**src/rtl/fpu_sequencer.sv**
```systemverilog
// Purpose: buffers tagged fpu commands in a FIFO and sequences each one through a registered external fpu.
// Latency: 3 clk edges from acceptance (idle, empty) to out_valid; one result every 3 cycles sustained.
// Backpressure: in_ready = !full; a result held by out_ready=0 stalls issue while the FIFO absorbs commands.
module fpu_sequencer #(
    parameter int DEPTH = 4
) (
    input  logic        clk,
    input  logic        rst,
    input  logic        in_valid,
    output logic        in_ready,
    input  logic [1:0]  in_opcode,
    input  logic [31:0] in_a,
    input  logic [31:0] in_b,
    input  logic [3:0]  in_tag,
    output logic [31:0] fpu_a,
    output logic [31:0] fpu_b,
    output logic [1:0]  fpu_opcode,
    input  logic [31:0] fpu_o,
    output logic        out_valid,
    input  logic        out_ready,
    output logic [31:0] out_result,
    output logic [3:0]  out_tag,
    output logic [2:0]  out_flags,
    output logic        busy
);
    localparam int AW = $clog2(DEPTH);
    localparam logic [AW:0] FULL_CNT = (AW + 1)'(DEPTH);

    typedef struct packed {
        logic [1:0]  opcode;
        logic [31:0] a;
        logic [31:0] b;
        logic [3:0]  tag;
    } cmd_t;

    typedef enum logic [1:0] {IDLE, ISSUE, CAPTURE, RESP} state_t;

    cmd_t          mem [DEPTH];
    cmd_t          head;
    logic [AW-1:0] wr_ptr;
    logic [AW-1:0] rd_ptr;
    logic [AW:0]   count;
    logic          empty;
    logic          push;
    logic          load;
    logic          capture;
    logic          done;
    logic [3:0]    tag_q;
    state_t        state;
    state_t        state_nxt;

    // {nan, inf, zero} classification; sign bit deliberately ignored
    function automatic logic [2:0] fp_flags(input logic [31:0] v);
        logic exp_ones;
        logic exp_zero;
        logic frac_zero;
        exp_ones  = &v[30:23];
        exp_zero  = ~|v[30:23];
        frac_zero = ~|v[22:0];
        return {exp_ones & ~frac_zero, exp_ones & frac_zero, exp_zero & frac_zero};
    endfunction

    // ready depends on occupancy only, so a same-cycle pop never opens a full FIFO
    assign in_ready = (count != FULL_CNT);
    assign empty    = (count == '0);
    assign push     = in_valid && in_ready;
    assign head     = mem[rd_ptr];
    assign busy     = !empty || (state != IDLE);
    assign done     = (state == RESP) && out_ready;

    // command storage; contents need no reset because occupancy gates every read
    always_ff @(posedge clk) begin
        if (push) begin
            mem[wr_ptr] <= cmd_t'{opcode: in_opcode, a: in_a, b: in_b, tag: in_tag};
        end
    end

    // pointers wrap naturally at the power-of-two depth; load is the only pop
    always_ff @(posedge clk or posedge rst) begin
        if (rst) begin
            wr_ptr <= '0;
            rd_ptr <= '0;
            count  <= '0;
        end else begin
            if (push) wr_ptr <= wr_ptr + AW'(1);
            if (load) rd_ptr <= rd_ptr + AW'(1);
            case ({push, load})
                2'b10:   count <= count + 1'b1;
                2'b01:   count <= count - 1'b1;
                default: count <= count;
            endcase
        end
    end

    // state register
    always_ff @(posedge clk or posedge rst) begin
        if (rst) state <= IDLE;
        else     state <= state_nxt;
    end

    // next-state and per-state strobes; RESP can chain straight into the next issue
    always_comb begin
        state_nxt = state;
        load      = 1'b0;
        capture   = 1'b0;
        case (state)
            IDLE: begin
                if (!empty) begin
                    load      = 1'b1;
                    state_nxt = ISSUE;
                end
            end
            ISSUE:   state_nxt = CAPTURE;
            CAPTURE: begin
                capture   = 1'b1;
                state_nxt = RESP;
            end
            RESP: begin
                if (out_ready) begin
                    if (!empty) begin
                        load      = 1'b1;
                        state_nxt = ISSUE;
                    end else begin
                        state_nxt = IDLE;
                    end
                end
            end
            default: state_nxt = IDLE;
        endcase
    end

    // operand registers for the fpu: change only when a new command is loaded
    always_ff @(posedge clk or posedge rst) begin
        if (rst) begin
            fpu_a      <= '0;
            fpu_b      <= '0;
            fpu_opcode <= '0;
            tag_q      <= '0;
        end else if (load) begin
            fpu_a      <= head.a;
            fpu_b      <= head.b;
            fpu_opcode <= head.opcode;
            tag_q      <= head.tag;
        end
    end

    // result registers: captured one edge after the fpu samples, held until accepted
    always_ff @(posedge clk or posedge rst) begin
        if (rst) begin
            out_valid  <= 1'b0;
            out_result <= '0;
            out_tag    <= '0;
            out_flags  <= '0;
        end else if (capture) begin
            out_valid  <= 1'b1;
            out_result <= fpu_o;
            out_tag    <= tag_q;
            out_flags  <= fp_flags(fpu_o);
        end else if (done) begin
            out_valid  <= 1'b0;
        end
    end
endmodule
```
**config.mk**
```make
export PLATFORM = sky130hd
export DESIGN_NAME = fpu_sequencer
export DESIGN_NICKNAME = d
export VERILOG_FILES = /design/src/rtl/fpu_sequencer.sv
export SDC_FILE = /design/constraint.sdc
export NUM_CORES = 1
export LEC_CHECK = 0
export BUFFER_PORTS_ARGS = -buffer_cell sky130_fd_sc_hd__buf_2
export CAP_MARGIN = 30
export CORE_UTILIZATION = 60
export DETAILED_ROUTE_END_ITERATION = 10
export MAX_ROUTING_LAYER = met4
export PLACE_DENSITY_LB_ADDON = 0.05
export SETUP_SLACK_MARGIN = 0.02
export SLEW_MARGIN = 40
export SYNTH_ARGS = -nofsm -noshare
export SYNTH_HDL_FRONTEND = slang
export SYNTH_SLANG_ARGS = --single-unit
```
**constraint.sdc**
```tcl
create_clock -name clk -period 10.8 [get_ports clk]
set_input_delay 1.08 -clock clk [delete_from_list [all_inputs] [get_ports clk]]
set_output_delay 1.08 -clock clk [all_outputs]
set_load 0.05 [all_outputs]
```
After elaboration in Yosys (flattened, before gate mapping)
Memories as Yosys holds them, arrays and structs flattened. A register that Yosys moved wholly into a read port is not among the register bits.
Index checks and enable logic that the tools add are counted.
- output and inout bits: 108
- input bits: 106
- register bits after elaboration: 49
- bits in writable memories: 280
- ROM bits: 0
- memories: 1
- logic and storage cells: 52
- latch bits: 0
- memories (name ; depth ; bits a word ; rd ports ; clocked after memory_dff ; write ports ; RTL line ; source):
    mem ; 4 ; 70 ; 1 ; 1 ; 1 ; 38 ; cmd_t mem [DEPTH];
- $lt $le $gt $ge: 0
- equal/unequal tests: 8
- shifts and indexed selects: 0
- multipliers: 0
- divide/modulo/power cells: 0
- reductions and logical operators: 15
- muxes and demuxes: 13
- add/subtract/negate cells: 4
- bitwise gates (word level): 3
- operator list (kind ; count):
    $reduce_or 23->1 ; 1
    $mux 1 ; 8
    $pmux 2 s4 ; 1
    $reduce_and 8->1 ; 1
    $reduce_or 8->1 ; 1
    $eq 2x2->1 const B ; 3
    $pmux 3 s2 ; 1
    $reduce_bool 2->1 ; 3
    $add 2x1->2 const B ; 2
    $eq 2x1->1 const B ; 2
    $mux 2 ; 2
    $ne 2x2->1 const B ; 2
    $add 3x1->3 const B ; 1
    $and 1x1->1 ; 3
    $logic_not 1->1 ; 3
    $logic_not 3->1 ; 1
    $ne 3x3->1 const B ; 1
    $sub 3x1->3 const B ; 1
    $logic_and 1x1->1 ; 2
    $logic_not 2->1 ; 1
    $pmux 1 s2 ; 1
    $reduce_and 2->1 ; 1
    $logic_or 1x1->1 ; 1

Depth between registers and ports, before layout
Gate-level depths: netlist of run 1.
- depth in word-level cells: 6
- gate-level depth with buffers: 11
- mapped depth without buffers: 9

Worst setup path before layout of run 1
OpenSTA, ideal clock, no wires.
- path type: input-to-reg
- from: input port in_valid
- to: memory mem[1][0] (netlist name) (enable)
- cell stages on the path: 1
- path buffers: 0
- data required time: 10.364 ns
- library setup time: 0.436 ns
- arrival: 2.770 ns
- setup slack: 7.594 ns
- cells stage by stage: and3_1
- longest elaborated chain between the ends: 3
- RTL lines (element ; RTL line ; source):
    start, declared ; 9 ; input logic in_valid,
    $logic_and 1x1->1 ; 66 ; assign push = in_valid && in_ready;
    $mux 1 ; 73 ; if (push) begin
    $mux 1 (implied by the code) ; 74 ; mem[wr_ptr] <= cmd_t'{opcode: in_opcode, a: in_a, b: in_b, tag: in_tag};
    end, declared ; 38 ;
Every way passes these cells.

Final worst setup path of run 1
- from: register state[0]
- to: register fpu_b[25], read port of mem
- longest elaborated chain between the ends: 2
- elaborated cells between the ends (all ways): 3
- classes of those cells: eq/ne (1); mux (1); reduce/logical (1)
- RTL lines (element ; RTL line ; source):
    start, declared ; 49 ; state_t state;
    start signal, assigned ; 98 ; else state <= state_nxt;
    $eq 2x2->1 or $logic_not 2->1 (tied branches) ; 106 ; case (state)
    $pmux 1 s2 (*) ; 106 ;
    end, declared ; 16 ; output logic [31:0] fpu_b,
Mark *: on every way between the ends. The rest lies on a longest branch, timed or not.
A chain may end at the register's enable or synchronous reset.

==> metrics, run 1 <==
FP Rows 57; global-route wire length before repair 42,470 um; CTS HTree Levels 2; Die H 159.9 um; CTS tree built; Via density 5.618; RSZ-0062 raised after global routing no; initial DRC count 439; placed cell area 0.01636 mm2; crit path time final 2.751 ns; DIE AREA 0.02556 mm2; initial antenna violation count 3; core area 0.02439 mm2; worst-path fanout max 37; largest net degree at the start of global routing 72; post-synthesis cell area 0.01495 mm2; Routed WL 26,890 um; Reg clk slew, reported paths 0.06 ns; PnR Total Power 5.900 mW; Leak Pwr 6.686 nW; Initial Utilization 61.30%; clk buf depth 3; Required @ worst endpoint 11.20 ns; outcome completed; top cell type's share of synthesized area 56.23%; Synth Instances 674; Max Freq 363.5 MHz; Max Slew Vio Count 0; Largest stage delay, worst path 0.64 ns; drt wl/cell 21.13 um; max_cap viols 0; CTS sink count 399; most frequent cells in the layout 280 x edfxtp_1, 213 x buf_2, 117 x dfrtp_1, 84 x mux2_2, 68 x mux4_2; gpl congestion 0.7872; pre-CTS setup slack 7.601 ns; crit-path most repeated cell buf_4; Hold-fix buffers, CTS 0; vias in the first global route 7,569; cell with the largest stage delay on the worst path buf_4; Worst IR Drop VDD 0.0001918 V; Final HPWL DP 15,120 um; sequential-to-total area share from yosys stat 76.15%; post-CTS setup buffer count 0; crit path kind reg -> reg; Yosys reg bits 399; Slew @ Worst Pin 0.7880 ns; Clock Latency Late Sink 0.53 ns; Antenna Violating Nets Remaining 0; Die X 159.9 um; gr ovfl total 0; layout cells sized above 1 49.47%; Critical Path AT 3.15 ns; Slew HR 47.47%; Post-Syn Area per Cell 22.18 um2; CTS buffer count 41; Final Skew 0.01998 ns; final setup violation count 0; power density over the cells 333.3 mW/mm2; gr usage total 22.59%; final worst-path cycle share 25.47%; final hold viol count 0; Synth area leaders edfxtp_1 56%, dfrtp_1 20%, mux4_2 10%; clock root buffer clkbuf_16; Nets 1,029; Vias 7,152; setup TNS 0 ns; syn_nets 790; cell chain of the critical path inv_1 > ha_1 > nor3_2 > buf_4 > buf_4 > mux2_2; post-cts sizing count 0; Worst Hold Class reg -> reg; DRC 0; Layout Area Growth over Synthesis 18.38%; number of port buffers 213; IO Pins 214; CP Launch Type flip-flop; distinct cell type count after synthesis 31; worst setup margin 8.049 ns; Syn. warnings 0; design area 0.01770 mm2; Synth area leader edfxtp_1; commonest non-fill, non-tap cell in the layout edfxtp_1; drt first pass iters 4; CP Capture Type flip-flop
## worst paths after layout
| path | from | endpoint | slack (ns) | cells after the start |
|---|---|---|---|---|
| worst min register to register | fpu_b[25]$_DFFE_PP0P_ | fpu_b[25]$_DFFE_PP0P_ | 0.50 | 1 |
| worst min-delay path | fpu_b[25]$_DFFE_PP0P_ | fpu_b[25]$_DFFE_PP0P_ | 0.50 | 1 |
| min in group asynchronous | rst | fpu_a[8]$_DFFE_PP0P_ | 0.66 | 2 |
| worst max-delay path | state[0]$_DFFE_PP0P_ | fpu_b[25]$_DFFE_PP0P_ | 8.05 | 6 |
| worst max register to register | state[0]$_DFFE_PP0P_ | fpu_b[25]$_DFFE_PP0P_ | 8.05 | 6 |
| max in group asynchronous | rst | fpu_b[3]$_DFFE_PP0P_ | 8.97 | 3 |
## Yosys cell counts (all sizes together)
library cell and number:
edfxtp 280, dfrtp 119, mux2 107, mux4 70, buf 21, ha 9, inv 9, nand2 9
clkbuf 7, nor4 7, and3 5, o21ai 5, nor2 4, nor3 4, xnor2 4, a21oi 2
a22o 2, nand4 2, xor2 2, a32oi 1, and2 1, fa 1, nand2b 1, nand3 1
nor2b 1
## layout make-up
cell class / count / area, um2
well taps: 324 / 405.4
fillers: 1522 / 6691
clock buffers: 58 / 1162
repair buffers: 224 / 1196
clock inverters: 18 / 166.4
inverters: 9 / 36.28
flip-flops and latches: 399 / 11390
multi-input cells: 238 / 3332
diodes: 3 / 7.507
## power by group
group	total [mW]	switching, mW	internal, mW
logic	2.20	1.36	0.834
clock network	1.37	0.549	0.823
registers	2.33	0.211	2.12
## routing by layer
metal / share of wire (%) / wire (um) / global-route usage (%)
met5: 0 / 0 / -
met4: 1.5 / 415 / 5.325
met2: 51 / 13760 / 37.46
met3: 4.7 / 1275 / 4.156
met1: 43 / 11450 / 29.49
## worst max-delay path, delay by kind of cell (launching register included)
kind / cells / cell delay, ns
adders and majority gates: 1 / 0.28
buffers and inverters: 3 / 1.28
DFF: 1 / 0.38
muxes: 1 / 0.41
and+or+nand+nor: 1 / 0.23
## kinds of logic (layout without fill, tap and decap cells)
kind of cell | after synthesis | after routing | share of synthesized area (%)
flip-flops | 399 | 399 | 76.15
other | 0 | 3 | 0
AND/OR/NAND/NOR | 35 | 35 | 1.238
buffers and inverters | 37 | 309 | 1.732
AO/OA/AOI/OAI | 10 | 10 | 0.4100
adder cells (fa/ha/maj) | 10 | 10 | 0.8870
multiplexers | 177 | 177 | 19.23
XOR/XNOR | 6 | 6 | 0.3515
## flip-flops by register name, indices dropped and copies added, names as in the netlist, 3 cells and up
name,cells
out_result,32
out_tag,4
tag_q,4
out_flags,3
fpu_a,32
mem,280
fpu_b,32
count,3
## per-stage QoR
stage | hold slack [ns] | instances | util [%]
floorplan | 0.4749 | 674 | -
global placement | 0.4839 | 1192 | 66.83
detailed placement | 0.4895 | 1194 | 67.09
CTS | 0.5028 | 1270 | 72.54
global route | 0.5112 | 1273 | 72.57
finish | 0.4992 | 1273 | 72.57
Note: power is estimated with default switching activity, not from simulation.
==> run 2: changes to the inputs <==
CORE_UTILIZATION = 51   (was 60)
clock period = 2.25 ns   (was 10.8 ns; I/O delays follow)
==> run 2 against run 1 <==
Utilization decreased by 6.3 points. Sequential cell count unchanged. Clock power grew to 4.7 times the previous value. Critical path depth is the same. Critical endpoint is now count[1]$_DFFE_PP0P_. Highest routed layer unchanged.
==> metrics, run 2 (synthesis gave the netlist of run 1 again) <==
RSZ-0062 raised after global routing no; Initial Utilization 51.95% (-9.3 points); Routed WL 29,500 um (+9.7%); critical path's top delay family adder cells; CTS HTree Levels 2 (unchanged); Min Hold Slack 0.01705 ns (-0.4822 ns); Antenna Violating Nets Remaining 0 (unchanged); Clock Latency Late Sink 0.53 ns (about the same); Crit. Startpoint state[1]$_DFFE_PP0P_; cell with the largest stage delay on the worst path fa_1; vias in the first global route 8,544 (+13%); Worst Hold Path EP out_valid$_DFFE_PP0P_; cell chain of the critical path inv_1 > ha_1 > nor3_2 > ha_1 > fa_1 > mux2_2; core area 0.02878 mm2 (+18%); setup TNS 0 ns (unchanged); crit-path most repeated cell ha_1; Worst Hold Class in -> reg; gpl congestion 0.8973 (+14%); Leak Pwr 7.257 nW (+8.5%); number of port buffers 213 (unchanged); WP buf/inv 1 (-2); CTS sink count 399 (unchanged); max reg flops 280 (unchanged); Worst IR Drop VDD 0.0008623 V (+350%); Final Skew 0.01434 ns (-0.005639 ns); power density over the cells 1510 mW/mm2 (+350%); Inst Count DP 1,276 (+6.9%); Max Slew Vio Count 0 (unchanged); final std cells w/o fill 1,457 (+14%); IO Pins 214 (unchanged); Die H 173.2 um (+8.4%); Final HPWL DP 18,220 um (+20%); worst reg-to-reg setup slack 0.13 ns (-7.92 ns); Slew @ Worst Pin 0.5967 ns (-0.1913 ns); Max Freq 472.4 MHz (+30%); Via density 5.276 (-6.1%); DIE AREA 0.03001 mm2 (+17%); worst r2r src state[1]$_DFFE_PP0P_; initial antenna violation count 2 (-1); commonest non-fill, non-tap cell in the layout edfxtp_1; global-route wire length before repair 47,300 um (+11%); drt wl/cell 20.25 um (-4.1%); FP Rows 62 (+8.8%); Vias 7,687 (+7.5%); DRC 0 (unchanged); CP Launch Type flip-flop; gr usage total 21.12% (-1.5 points); CP Capture Type flip-flop; CTS tree built; largest net degree at the start of global routing 55 (-24%); final worst-path cycle share 94.08% (+69 points); Layout Area Growth over Synthesis 27.58%; clk buf depth 3 (unchanged); worst-path fanout max 4 (-89%); gr ovfl total 0 (unchanged); post-cts sizing count 0 (unchanged); crit path kind reg -> reg; final setup violation count 0 (unchanged); min-delay src out_ready; Slew HR 60.22% (+13 points); cell count of the worst reg-to-reg path 6 (unchanged); initial DRC count 363 (-17%); Nets 1,154 (+12%); layout cells sized above 1 46.03% (-3.4 points); final hold viol count 0 (unchanged); most frequent cells in the layout 280 x edfxtp_1, 213 x buf_2, 117 x dfrtp_1, 103 x dlygate4sd3_1, 84 x mux2_2; Largest stage delay, worst path 0.43 ns (-0.21 ns); Reg clk slew, reported paths 0.06 ns (about the same); clock root buffer clkbuf_16; largest register by flop count mem; reg-to-reg endpoint count[1]$_DFFE_PP0P_; drt first pass iters 4 (unchanged); Die X 173.2 um (+8.4%); Worst Hold Depth 4 (+3); Critical Path AT 2.52 ns (-0.63 ns); Required @ worst endpoint 2.65 ns (-8.55 ns); crit path time final 2.117 ns (-0.6340 ns); outcome completed; CTS buffer count 41 (unchanged); FILL cells 1,952 (+28%); max_cap viols 0 (unchanged)
[run 2: cell types whose count changed in the layout (fill, tap and decap cells not counted), sizes merged]
cell,previous run,this run
inv,10,9
diode,3,2
buf,224,246
dlygate4sd3,0,103
bufinv,3,0
clkbuf,58,62
[run 2: final cells by class]
cell class | count | area (um2) | area share, %
Sequential cell | 399 | 11390 | 59.73
Multi-Input combinational cell | 238 | 3334 | 17.48
Timing Repair Buffer | 349 | 2520 | 13.21
Clock buffer | 62 | 1237 | 6.487
Tap cell | 384 | 480.5 | 2.519
Clock inverter | 14 | 67.56 | 0.3542
Inverter | 9 | 37.54 | 0.1968
Antenna cell | 2 | 5.005 | 0.02624
[run 2: report_power, final]
part | internal (mW) | leakage [nW] | switching [mW]
logic | 4.50 | 2.64 | 6.71
registers | 10.2 | 3.97 | 1.03
clock network | 3.79 | 0.650 | 2.61
[run 2: timing repair]
item | CTS | global route
hold buffers | 103 | 0
hold endpoints to repair | 325 | 0
setup buffers | 0 | 0
[run 2: per-stage QoR]
stage	instance area [um2]	total power [mW]	worst slack, ns	util [%]
after floorplan	14960	19.60	0.03704	-
after global placement	16730	22.23	0.2214	58.15
after detailed placement	16730	22.56	0.1284	58.15
after CTS	19070	29.18	0.1169	66.26
after global routing	19080	30.11	0.03534	66.28
final	19080	28.80	0.1331	66.28
[run 2: how the worst max path moves through the flow]
stage,slack [ns],end,cells after the start
after floorplan,0.04,count[1]$_DFFE_PP0P_,8
after global placement,0.22,count[1]$_DFFE_PP0P_,6
after detailed placement,0.13,count[1]$_DFFE_PP0P_,6
after CTS,0.12,count[1]$_DFFE_PP0P_,6
after global routing,0.04,count[1]$_DFFE_PP0P_,6
final,0.13,count[1]$_DFFE_PP0P_,6
[run 2: tightest hold or removal path: stages]
cell	delay [ns]
buf_2	0.11
nand2_1	0.06
nand2_1	0.06
nand2_1	0.05
[run 2: layer usage]
layer / vias up / global-route usage [%] / share of wire (%)
met5: - / - / 0
met4: 0 / 5.383 / 1.9
met3: 49 / 4.057 / 4.8
met2: 214 / 35.77 / 52
met1: 3988 / 26.33 / 42
li1: 3436 / - / -
==> run 3: changes to the inputs <==
CORE_ASPECT_RATIO = 1.1   (was default)
==> run 3 against run 2 <==
The flow now finishes with violations (DRC). Count of clock-buffer cells in the layout fell by 6. Sequential cell count unchanged. Die area hardly changed. Utilization is 0.27 points lower. Clock power grew 3%.
==> metrics, run 3 (synthesis gave the netlist of run 1 again) <==
CTS buffer count 41 (unchanged); worst setup margin 0.1389 ns (+0.005805 ns); CTS sink count 399 (unchanged); largest net degree at the start of global routing 63 (+15%); WP buf/inv 1 (unchanged); CP Launch Type flip-flop; Worst IR Drop VDD 0.0009101 V (+5.5%); final worst-path cycle share 93.82% (-0.26 points); number of port buffers 213 (unchanged); Final Skew 0.02227 ns (+0.007935 ns); gpl congestion 0.7534 (-16%); outcome complete, but fails checks; crit path time final 2.111 ns (-0.005805 ns); Required @ worst endpoint 2.64 ns (about the same); Register Area 0.01139 mm2 (unchanged); gr usage total 20.12% (-1.0 points); Final HPWL DP 16,250 um (-11%); setup TNS 0 ns (unchanged); PnR Total Power 28.77 mW (about the same); CTS HTree Levels 2 (unchanged); commonest non-fill, non-tap cell in the layout edfxtp_1; CP Capture Type flip-flop; final std cells w/o fill 1,426 (-2.1%); FILL cells 1,966 (+0.72%); clock root buffer clkbuf_16; Leak Pwr 7.206 nW (-0.70%); post-cts sizing count 0 (unchanged); FP Rows 65 (+4.8%); Inst Count DP 1,246 (-2.4%); cell chain of the critical path nor2_1 > nand2_2 > and2_1 > inv_1 > ha_1 > fa_1 > xnor2_1 > nor2_1 > xor2_1; clk buf depth 3 (unchanged); IO Pins 214 (unchanged); initial DRC count 437 (+20%); max_cap viols 0 (unchanged); drt first pass iters 8 (+4); final setup violation count 0 (unchanged); worst-path fanout max 6 (+2); min-delay src in_valid; reg-to-reg endpoint count[2]$_DFFE_PP0P_; failing checks DRC; Clock Latency Late Sink 0.53 ns (about the same); DRC 40 (+40); critical path's top delay family adder cells; power density over the cells 1514 mW/mm2 (+0.27%); Routed WL 28,530 um (-3.3%); Worst Hold Depth 3 (-1); initial antenna violation count 1 (-1); crit path kind reg -> reg; Reg clk slew, reported paths 0.06 ns (about the same); Via density 5.334 (+1.1%); Vias 7,606 (-1.1%); global-route wire length before repair 44,030 um (-6.9%); Die X 165.3 um (-4.6%); final hold viol count 0 (unchanged); Max Slew Vio Count 0 (unchanged); vias in the first global route 8,120 (-5.0%); Initial Utilization 51.93% (about the same); Worst Hold Class in -> reg; pre-CTS setup slack 0.1511 ns (+0.02268 ns); largest register by flop count mem; max reg flops 280 (unchanged); crit-path most repeated cell nor2_1; layout cells sized above 1 45.51% (-0.53 points); Max Freq 473.7 MHz (+0.27%); RSZ-0062 raised after global routing no; cell with the largest stage delay on the worst path dfrtp_1; Largest stage delay, worst path 0.46 ns (+0.03 ns); Nets 1,141 (-1.1%); cell count of the worst reg-to-reg path 9 (+3); CTS tree built; Slew HR 75.29% (+15 points); Antenna Violating Nets Remaining 0 (unchanged); Critical Path AT 2.50 ns (-0.02 ns); Worst Hold Path EP wr_ptr[0]$_DFFE_PP0P_; Slew @ Worst Pin 0.3707 ns (-0.2260 ns); Min Hold Slack 0.1723 ns (+0.1552 ns); DIE AREA 0.03001 mm2 (about the same); core area 0.02879 mm2 (about the same); Die H 181.6 um (+4.8%); worst r2r src count[0]$_DFFE_PP0P_; area of the multi-input gates 0.003334 mm2 (unchanged); most frequent cells in the layout 280 x edfxtp_1, 213 x buf_2, 117 x dfrtp_1, 104 x dlygate4sd3_1, 84 x mux2_2; gr ovfl total 0 (unchanged); drt wl/cell 20.01 um (-1.2%); worst reg-to-reg setup slack 0.14 ns (about the same); Layout Area Growth over Synthesis 27.11%
## run 3: final cells by class
cell class	count	share of cell area (%)
multi-input cells	238	17.54
flip-flops and latches	399	59.95
repair buffers	336	12.82
well taps	368	2.423
clock buffers	56	6.234
diodes	1	0.01317
clock inverters	19	0.8163
inverters	9	0.1975
## run 3: what timing repair did
action | 4_1_cts | 5_1_grt
hold buffers | 104 | 0
hold endpoints to repair | 432 | 0
setup buffers | 0 | 0
## run 3: power breakdown
group          switching [mW]  leakage, nW  internal (mW)
clock                    2.67        0.665           3.93
sequential              0.799         3.97           10.2
combinational            6.86         2.57           4.37
total                    10.3         7.21           18.4
## run 3: per-layer routing
metal / track usage (%) / routed length, um / up-vias
met5: - / 0 / -
met2: 33.69 / 14590 / 211
met1: 25.33 / 11760 / 3923
li1: - / - / 3415
met4: 5.468 / 629 / 0
met3: 3.426 / 1548 / 57
## run 3: worst max-delay path by stage
| stage | start | cells past startpoint | end |
|---|---|---|---|
| final | count[0]$_DFFE_PP0P_ | 9 | count[2]$_DFFE_PP0P_ |
| after global routing | count[0]$_DFFE_PP0P_ | 9 | count[2]$_DFFE_PP0P_ |
| after CTS | state[1]$_DFFE_PP0P_ | 9 | count[2]$_DFFE_PP0P_ |
| after detailed placement | state[1]$_DFFE_PP0P_ | 9 | count[2]$_DFFE_PP0P_ |
| after global placement | state[1]$_DFFE_PP0P_ | 6 | count[1]$_DFFE_PP0P_ |
| after floorplan | state[1]$_DFFE_PP0P_ | 8 | count[1]$_DFFE_PP0P_ |
## run 3: stage by stage
step / instance area [um2] / util, %
floorplan: 14960 / -
global placement: 16620 / 57.74
detailed placement: 16620 / 57.74
CTS: 19000 / 66.01
global route: 19010 / 66.01
finish: 19010 / 66.01
## run 3: worst register-to-register path, cell delays in order (launching register included)
cell,delay [ns]
dfrtp_1,0.46
nor2_1,0.09
nand2_2,0.12
and2_1,0.21
inv_1,0.06
ha_1,0.24
fa_1,0.40
xnor2_1,0.19
nor2_1,0.07
xor2_1,0.14
